[config.mk]
export PLATFORM = sky130hd
export DESIGN_NAME = regfile_poke_flat
export DESIGN_NICKNAME = d
export VERILOG_FILES = /design/src/rtl/regfile_poke_pkg.sv /design/src/rtl/regfile_poke_if.sv /design/src/rtl/regfile_poke_fsm.sv /design/src/rtl/regfile_poke.sv /design/src/flat_wrapper.sv
export SDC_FILE = /design/constraint.sdc
export NUM_CORES = 1
export LEC_CHECK = 0
export ABC_AREA = 1
export BUFFER_PORTS_ARGS = -buffer_cell sky130_fd_sc_hd__buf_2
export CAP_MARGIN = 15
export CORE_UTILIZATION = 48
export CTS_CLUSTER_DIAMETER = 40
export DETAILED_ROUTE_END_ITERATION = 10
export GPL_TIMING_DRIVEN = 0
export PLACE_DENSITY = 0.77
export SETUP_SLACK_MARGIN = 0.4
export SLEW_MARGIN = 20
export SYNTH_ARGS = -nofsm -noshare
export SYNTH_HDL_FRONTEND = slang
export SYNTH_SLANG_ARGS = --single-unit
[constraint.sdc]
create_clock -name clock -period 1.7 [get_ports clock]
set_input_delay 0.34 -clock clock [delete_from_list [all_inputs] [get_ports clock]]
set_output_delay 0.34 -clock clock [all_outputs]
set_load 0.03 [all_outputs]
[src/rtl/regfile_poke_pkg.sv]
// Shared types and defaults for the register-file poke block.
package regfile_poke_pkg;

  localparam int ENTRIES_DEF = 32;
  localparam int WIDTH_DEF   = 33;
  localparam int AW_DEF      = $clog2(ENTRIES_DEF);

  typedef enum logic [2:0] {
    IDLE,
    WRITE,
    VERIFY,
    CHECK,
    ADVANCE
  } state_e;

  // One poke command as seen on the fabric side.
  typedef struct packed {
    logic              bulk;
    logic [AW_DEF-1:0] addr;
    logic [WIDTH_DEF-1:0] data;
  } cmd_t;

endpackage

[src/rtl/regfile_poke_if.sv]
// Poke command channel between the debug fabric (master) and the poke block (slave).
interface regfile_poke_if
  import regfile_poke_pkg::*;
#(
  parameter int AW    = AW_DEF,
  parameter int WIDTH = WIDTH_DEF
);

  logic             valid;
  logic             ready;
  logic [AW-1:0]    addr;
  logic [WIDTH-1:0] data;
  logic             bulk;

  modport master (
    output valid,
    output addr,
    output data,
    output bulk,
    input  ready
  );

  modport slave (
    input  valid,
    input  addr,
    input  data,
    input  bulk,
    output ready
  );

endinterface

[src/rtl/regfile_poke_fsm.sv]
// Sequencer for the poke block: state register, write strobe, busy and done.
// Optional readback states are built when REGFILE_POKE_VERIFY_EN is defined.
//
//   state   | meaning
//   --------+-------------------------------------------------------------
//   IDLE    | waiting for a command; cmd_ready is high only here
//   WRITE   | issue one write for cur_addr, held off by core_stall
//   VERIFY  | readback address presented, tap returns data next cycle
//   CHECK   | readback data compared against the written value
//   ADVANCE | finish a single poke / last bulk entry, or step to next entry
module regfile_poke_fsm
  import regfile_poke_pkg::*;
(
  input  logic clock,
  input  logic reset_n,
  input  logic cmd_valid,
  input  logic core_stall,
  input  logic cur_bulk,
  input  logic cur_skip,
  input  logic cur_last,
  output logic cmd_ready,
  output logic latch,
  output logic step,
  output logic wr_fire,
  output logic check,
  output logic wr_en,
  output logic busy,
  output logic done
);

  state_e state;

  assign cmd_ready = (state == IDLE);
  assign latch     = cmd_ready && cmd_valid;
  assign wr_fire   = (state == WRITE) && !core_stall && !cur_skip;
  assign check     = (state == CHECK);
  assign step      = (state == ADVANCE) && cur_bulk && !cur_last;

  // State sequencing with registered strobes; wr_en and done are single-cycle.
  always_ff @(posedge clock or negedge reset_n) begin
    if (!reset_n) begin
      state <= IDLE;
      wr_en <= 1'b0;
      busy  <= 1'b0;
      done  <= 1'b0;
    end else begin
      wr_en <= 1'b0;
      done  <= 1'b0;
      case (state)
        IDLE: begin
          if (cmd_valid) begin
            state <= WRITE;
            busy  <= 1'b1;
          end
        end
        WRITE: begin
          // The hardwired entry is skipped entirely, so stall does not matter there.
          if (cur_skip) begin
            state <= ADVANCE;
          end else if (!core_stall) begin
            wr_en <= 1'b1;
`ifdef REGFILE_POKE_VERIFY_EN
            state <= VERIFY;
`else
            state <= ADVANCE;
`endif
          end
        end
        VERIFY:  state <= CHECK;
        CHECK:   state <= ADVANCE;
        ADVANCE: begin
          if (step) begin
            state <= WRITE;
          end else begin
            done  <= 1'b1;
            busy  <= 1'b0;
            state <= IDLE;
          end
        end
        default: state <= IDLE;
      endcase
    end
  end

endmodule

[src/rtl/regfile_poke.sv]
// Serialises debug-fabric poke commands onto the register-file write port.
// Single pokes and bulk fills (cmd_addr..ENTRIES-1, data incrementing).
// Define REGFILE_POKE_VERIFY_EN to read back every write and flag mismatches.
module regfile_poke
  import regfile_poke_pkg::*;
#(
  parameter  int ENTRIES   = ENTRIES_DEF,
  parameter  int WIDTH     = WIDTH_DEF,
  parameter  int SKIP_ZERO = 1,
  localparam int AW        = $clog2(ENTRIES)
) (
  input  logic             clock,
  input  logic             reset_n,
  regfile_poke_if.slave    cmd,
  input  logic             core_stall,
  output logic             wr_en,
  output logic [AW-1:0]    wr_addr,
  output logic [WIDTH-1:0] wr_data,
  output logic [AW-1:0]    rd_addr,
  input  logic [WIDTH-1:0] rd_data,
  output logic             busy,
  output logic             done,
  output logic             err,
  input  logic             err_clr
);

  logic [AW-1:0]    cur_addr;
  logic [WIDTH-1:0] cur_data;
  logic             cur_bulk;
  logic             cur_skip;
  logic             cur_last;
  logic             latch;
  logic             step;
  logic             wr_fire;
  logic             check;

  assign cur_skip = (SKIP_ZERO != 0) && (cur_addr == '0);
  assign cur_last = (cur_addr == AW'(ENTRIES - 1));

  regfile_poke_fsm u_fsm (
    .clock      (clock),
    .reset_n    (reset_n),
    .cmd_valid  (cmd.valid),
    .core_stall (core_stall),
    .cur_bulk   (cur_bulk),
    .cur_skip   (cur_skip),
    .cur_last   (cur_last),
    .cmd_ready  (cmd.ready),
    .latch      (latch),
    .step       (step),
    .wr_fire    (wr_fire),
    .check      (check),
    .wr_en      (wr_en),
    .busy       (busy),
    .done       (done)
  );

  // Command capture, bulk stepping and the write address/data registers.
  always_ff @(posedge clock or negedge reset_n) begin
    if (!reset_n) begin
      cur_addr <= '0;
      cur_data <= '0;
      cur_bulk <= 1'b0;
      wr_addr  <= '0;
      wr_data  <= '0;
    end else begin
      if (latch) begin
        cur_addr <= cmd.addr;
        cur_data <= cmd.data;
        cur_bulk <= cmd.bulk;
      end else if (step) begin
        cur_addr <= cur_addr + AW'(1);
        // Pattern wraps modulo 2^WIDTH; the carry out is dropped on purpose.
        cur_data <= cur_data + WIDTH'(1);
      end
      if (wr_fire) begin
        wr_addr <= cur_addr;
        wr_data <= cur_data;
      end
    end
  end

`ifdef REGFILE_POKE_VERIFY_EN
  // Readback address is presented alongside the write so data lands in CHECK;
  // a mismatch takes priority over a simultaneous clear.
  always_ff @(posedge clock or negedge reset_n) begin
    if (!reset_n) begin
      rd_addr <= '0;
      err     <= 1'b0;
    end else begin
      if (wr_fire) begin
        rd_addr <= cur_addr;
      end
      if (check && (rd_data != cur_data)) begin
        err <= 1'b1;
      end else if (err_clr) begin
        err <= 1'b0;
      end
    end
  end
`else
  logic unused_readback;

  assign rd_addr         = '0;
  assign err             = 1'b0;
  assign unused_readback = ^{rd_data, err_clr, check};
`endif

endmodule
[src/flat_wrapper.sv]
// flat-port wrapper written by rule: the top's interface ports become plain ports
module regfile_poke_flat import regfile_poke_pkg::*;
#(
  parameter  int ENTRIES   = ENTRIES_DEF,
  parameter  int WIDTH     = WIDTH_DEF,
  parameter  int SKIP_ZERO = 1,
  localparam int AW        = $clog2(ENTRIES)
)
  (clock, reset_n, core_stall, wr_en, wr_addr, wr_data, rd_addr, rd_data, busy, done, err, err_clr, cmd_valid, cmd_addr, cmd_data, cmd_bulk, cmd_ready);
  regfile_poke_if #(.WIDTH(WIDTH)) cmd_i ();
  input  logic clock;
  input  logic reset_n;
  input  logic core_stall;
  output logic wr_en;
  output logic [AW-1:0] wr_addr;
  output logic [WIDTH-1:0] wr_data;
  output logic [AW-1:0] rd_addr;
  input  logic [WIDTH-1:0] rd_data;
  output logic busy;
  output logic done;
  output logic err;
  input  logic err_clr;
  input wire logic [$bits(cmd_i.valid)-1:0] cmd_valid;
  input wire logic [$bits(cmd_i.addr)-1:0] cmd_addr;
  input wire logic [$bits(cmd_i.data)-1:0] cmd_data;
  input wire logic [$bits(cmd_i.bulk)-1:0] cmd_bulk;
  output wire logic [$bits(cmd_i.ready)-1:0] cmd_ready;
  assign cmd_i.valid = cmd_valid;
  assign cmd_i.addr = cmd_addr;
  assign cmd_i.data = cmd_data;
  assign cmd_i.bulk = cmd_bulk;
  assign cmd_ready = cmd_i.ready;
  regfile_poke #(.ENTRIES(ENTRIES), .WIDTH(WIDTH), .SKIP_ZERO(SKIP_ZERO)) u_core (.clock(clock), .reset_n(reset_n), .cmd(cmd_i), .core_stall(core_stall), .wr_en(wr_en), .wr_addr(wr_addr), .wr_data(wr_data), .rd_addr(rd_addr), .rd_data(rd_data), .busy(busy), .done(done), .err(err), .err_clr(err_clr));
endmodule
==> results.txt <==
----------------------------------------------------
[Routing]
  DR DRC count ... 0
  Number of DRC markers in iteration 0 ... about 440
  Wire length per cell after detailed routing ... approximately 16 um
  Vias per cell ... approximately 5.3
  Final ANT Viol Nets ... 0
  Routed via count ... 4800
  Detailed Route WL ... approximately 15 mm
  Iteration count of the initial detailed-routing pass ... 7

[Critical path]
  Worst stage delay on the critical path ... roughly 0.40 ns
  Register-to-register path setup slack ... -0.11 ns
  Endpoint kind of the worst setup timing path ... flop
  Critical R2R Capture ... u_core.cur_data[4]
  Cell seen most often among critical-path stages ... sky130_fd_sc_hd__nand2_4
  CP arrival ... around 2.1 ns
  Element type at the critical path start ... flop
  CP cell instances ... ha_2 -> nand2_2 -> nor2_4 -> ha_4 -> nor3_4 -> nand2_4 -> nand2_4 -> clkbuf_16 -> nor2_1 -> a31oi_4
  Category of the critical setup timing path ... flop to flop
  Launch point of the worst reg-to-reg path ... u_core.cur_addr[0]
  Required time at the endpoint of the critical path ... roughly 2 ns
  Worst-case reg-to-reg path depth ... 10
  Crit path max-delay cell type ... sky130_fd_sc_hd__dfrtp_1
  CP max FO ... 5

[Finish]
  Layout Nets ... around 860
  Area used by multi-input combinational logic ... roughly 2500 um2
  Fillcell total ... just under 800
  Finished Layout Cells ... around 900
  Commonest non-fill, non-tap cells in the layout ... 219 x sky130_fd_sc_hd__nand2_1, 83 x sky130_fd_sc_hd__dfrtp_1, 66 x sky130_fd_sc_hd__buf_2, 64 x sky130_fd_sc_hd__inv_1, 60 x sky130_fd_sc_hd__nor2_1
  Fraction of final layout cells with drive strength greater than 1 ... between 30% and 40%
  Most frequent standard cell in the layout excluding fill and tap cells ... sky130_fd_sc_hd__nand2_1
  Number of antenna repair diodes ... 0
  Reg area ... between 2000 and 2500 um2
  Area added between synthesis and finish ... 33.9%

[Floorplan]
  Top-level I/O count ... about 130
  Initial cell density of the core ... 50.6%
  Die footprint ... between 10000 and 15000 um2
  Row count ... 35
  Std-Cell Core Area ... roughly 9400 um2
  Height of the chip ... slightly above 100 um
  Floorplan die width ... a little over 100 um

[Timing]
  TNS Setup ... -2.96 ns
  Final-report setup violation count ... between 60 and 70
  Final-layout worst hold slack ... ~0.16 ns
  Transition time of the tightest slew-check pin ... between 0.5 and 0.6 ns
  Upper clock frequency limit ... around 550 MHz
  Setup repair after global routing missed its margin ... yes
  Number of max-slew violations in the final report ... 0
  Setup slack after layout ... -0.107 ns
  Minimum clock period after layout ... 1.81 ns
  Final clock period utilization by the worst path ... 106%
  Worst slew margin relative to its limit ... 63.4%
  Final setup skew ... around 0.020 ns
  Final hold viol count ... 0

[Power and ir drop]
  Part of the power in registers ... between 20% and 30%
  Sw Share ... between 40 and 50%
  PnR Total Power ... roughly 13 mW
  Power Density ... between 1500 and 2000 nW/um2
  Peak supply drop ... ~0.0014 V
  Combinational share of power ... between 50% and 60%
  Internal portion of total power ... 6.51 mW
  Leakage power summed over all cells ... ~3.2 nW
  Reported net switching power ... just over 6 mW
  Part of the power in the clock network ... a little under an eighth

[Synth]
  Synth Area in Simple Gates ... 30.9%
  Xor/xnor cell area share of the yosys netlist ... 1.29%
  Cell area after synthesis ... between 4000 and 5000 um2
  Post-synthesis sequential area ratio ... about 44%
  Cells after synthesis ... approximately 640
  Avg Cell Area, Syn ... ~7.4 um2
  Yosys warnings ... 0
  Multiplexer share of the synthesized area ... 0%
  Number of library cell types mapped by synthesis ... 32
  Fraction of the mapped netlist area in adder cells ... under 10%
  Largest family of logic cells by synthesized area ... simple AND/OR/NAND/NOR gates
  FF+latch count, synth ... 83
  Fraction of the mapped netlist area in compound gates ... between 10 and 15%

[Job]
  Max-cap check violation count ... 0

[Clock tree]
  Number of levels in the clock H-tree ... 3
  Total clock sinks ... 83
  Latest clock arrival within the worst-skew pair ... between 0.3 and 0.4 ns
  Master cell of the clock root buffer ... sky130_fd_sc_hd__clkbuf_8
  CTS clock-pin slew for the worst setup and hold paths ... about 0.1 ns
  Maximum root-to-sink buffer count ... 2
  CTS Buf Count ... 9
  Clock tree from TritonCTS ... yes

[Global routing]
  Number of antenna violations at the first check in global routing ... 0
  Number of global-route vias before repair ... approximately 4400
  All-layer global routing usage ... between 20 and 30%
  Total gr overflow ... 0
  Global-route wire length before repair ... around 22 mm
  Pin count of the biggest net entering global routing ... between 40 and 50

[Place]
  Number of placed instances with taps included ... approximately 860
  Detailed placement HPWL ... ~9.7 mm
  Number of buffers added on ports ... 84
  Last weighted congestion value of the routability-driven placer ... 0.963

[Min path]
  Worst hold stages ... 3
  Sink of the worst hold path ... u_core.cur_addr[0]
  Min-Delay Path Class ... input port to flop
  Critical hold path startpoint ... cmd_addr[0]

[Status]
  Violated checks ... negative setup slack
  Run status ... finished with violations

----------------------------------------------------
[per-stage QoR]
step | setup slack [ns] | util, % | area, um2
3_3_place_gp | -0.378 | 57.4 | 5410
5_1_grt | -0.198 | 67.7 | 6380
4_1_cts | -0.0454 | 63.7 | 6000
2_1_floorplan | 0.0682 | - | 4820
6_report | -0.107 | 67.7 | 6380
3_5_place_dp | -0.221 | 57.7 | 5440
[routing by layer]
layer / share of wire [%] / routed length, um / GRT usage, %
met5: 0 / 0 / 0
met1: 42 / 6160 / 38.1
met3: 7.2 / 1040 / 4.35
met2: 47 / 6790 / 45.2
met4: 3.5 / 514 / 13.6
[synthesized netlist by cell type]
| cell | instances | area [um2] |
|---|---|---|
| sky130_fd_sc_hd__xnor2_1 | 2 | 17.5 |
| sky130_fd_sc_hd__inv_1 | 68 | 255 |
| sky130_fd_sc_hd__o211ai_1 | 2 | 15.0 |
| sky130_fd_sc_hd__nand2_1 | 224 | 841 |
| sky130_fd_sc_hd__nand4_1 | 3 | 18.8 |
| sky130_fd_sc_hd__dfrtp_1 | 83 | 2080 |
| sky130_fd_sc_hd__xor2_1 | 5 | 43.8 |
| sky130_fd_sc_hd__nor2_1 | 62 | 233 |
| sky130_fd_sc_hd__inv_2 | 3 | 11.3 |
| sky130_fd_sc_hd__buf_6 | 10 | 113 |
| sky130_fd_sc_hd__buf_2 | 6 | 30.0 |
| sky130_fd_sc_hd__conb_1 | 1 | 3.75 |
| sky130_fd_sc_hd__nor3_2 | 1 | 10.0 |
| sky130_fd_sc_hd__nand3_1 | 39 | 195 |
| sky130_fd_sc_hd__nor2_4 | 4 | 45.0 |
| sky130_fd_sc_hd__ha_1 | 4 | 50.1 |
| sky130_fd_sc_hd__or2_1 | 1 | 6.26 |
| sky130_fd_sc_hd__nand2_4 | 2 | 22.5 |
| sky130_fd_sc_hd__o21ai_0 | 33 | 165 |
| sky130_fd_sc_hd__a31oi_1 | 6 | 37.5 |
| sky130_fd_sc_hd__o21ai_1 | 12 | 60.1 |
| sky130_fd_sc_hd__buf_4 | 12 | 90.1 |
| sky130_fd_sc_hd__clkbuf_1 | 1 | 3.75 |
| sky130_fd_sc_hd__nor3_1 | 2 | 10.0 |
| sky130_fd_sc_hd__o22ai_1 | 4 | 25.0 |
| sky130_fd_sc_hd__and2_1 | 1 | 6.26 |
| sky130_fd_sc_hd__nand2_2 | 3 | 18.8 |
| sky130_fd_sc_hd__a21oi_1 | 11 | 55.1 |
| sky130_fd_sc_hd__nor3b_1 | 1 | 7.51 |
| sky130_fd_sc_hd__o21ai_2 | 27 | 236 |
| sky130_fd_sc_hd__nor2_2 | 7 | 43.8 |
| sky130_fd_sc_hd__nand3b_1 | 2 | 15.0 |
[cell families after synthesis]
group / count (synthesis)
compound gates: 95
xor+xnor: 7
fa+ha+maj: 4
buf+inv: 100
flops: 83
other cells: 1
simple gates: 352
[how the worst max path moves through the flow]
stage          cells after the start  slack (ns)                   to          startpoint
2_1_floorplan                     11        0.07  u_core.cur_data[15]  u_core.cur_addr[1]
3_3_place_gp                       1       -0.38   u_core.wr_data[29]             reset_n
3_5_place_dp                      12       -0.22  u_core.cur_data[17]  u_core.cur_addr[1]
4_1_cts                           11       -0.05  u_core.cur_data[16]  u_core.cur_addr[1]
5_1_grt                           12       -0.20  u_core.cur_data[18]  u_core.cur_addr[0]
6_report                          10       -0.11   u_core.cur_data[4]  u_core.cur_addr[0]
[what timing repair did]
| action | in CTS | in global routing |
|---|---|---|
| buffers inserted | 17 | 9 |
| pin swaps | 11 | 9 |
| cloned | 3 | 4 |
| hold buffers | 1 | 0 |
| setup endpoints to repair | 82 | 101 |
| endpoints found under the hold margin | 37 | 0 |
| gates resized for setup | 58 | 75 |
[cell type report]
cell class,count,share of cell area (%)
clock buffer,11,2.22
multi-input combinational,465,38.8
inverter,71,4.34
clock inverter,5,0.962
buffer,29,5.04
sequential,83,32.6
tap,129,2.53
timing repair buffer,118,13.5
[registers in the layout, indices dropped and copies added (netlist names)]
| register | flops |
|---|---|
| u_core.u_fsm.wr_en | 1 |
| u_core.u_fsm.busy | 1 |
| u_core.u_fsm.done | 1 |
| u_core.cur_data | 33 |
| u_core.wr_data | 33 |
| u_core.cur_addr | 5 |
| u_core.cur_bulk | 1 |
| u_core.wr_addr | 5 |
| u_core.u_fsm.state | 3 |
[critical path: cells and delay by family (launching register included)]
kind	cells	cell delay, ns
DFF	1	0.40
adders and majority gates	2	0.37
buffers and inverters	1	0.17
AOI/OAI and AO/OA	1	0.14
and+or+nand+nor	6	0.65
[power by group through the flow]
stage / logic, mW / registers, mW / clock network (mW)
after CTS: 6.45 / 3.62 / 1.50
after global placement: 5.60 / 3.60 / 0
after detailed placement: 5.75 / 3.66 / 0
after global routing: 8.10 / 3.77 / 1.57
final: 7.47 / 3.67 / 1.49
after floorplan: 3.39 / 4.39 / 0
No activity file was read; power rests on OpenSTA's default activity.
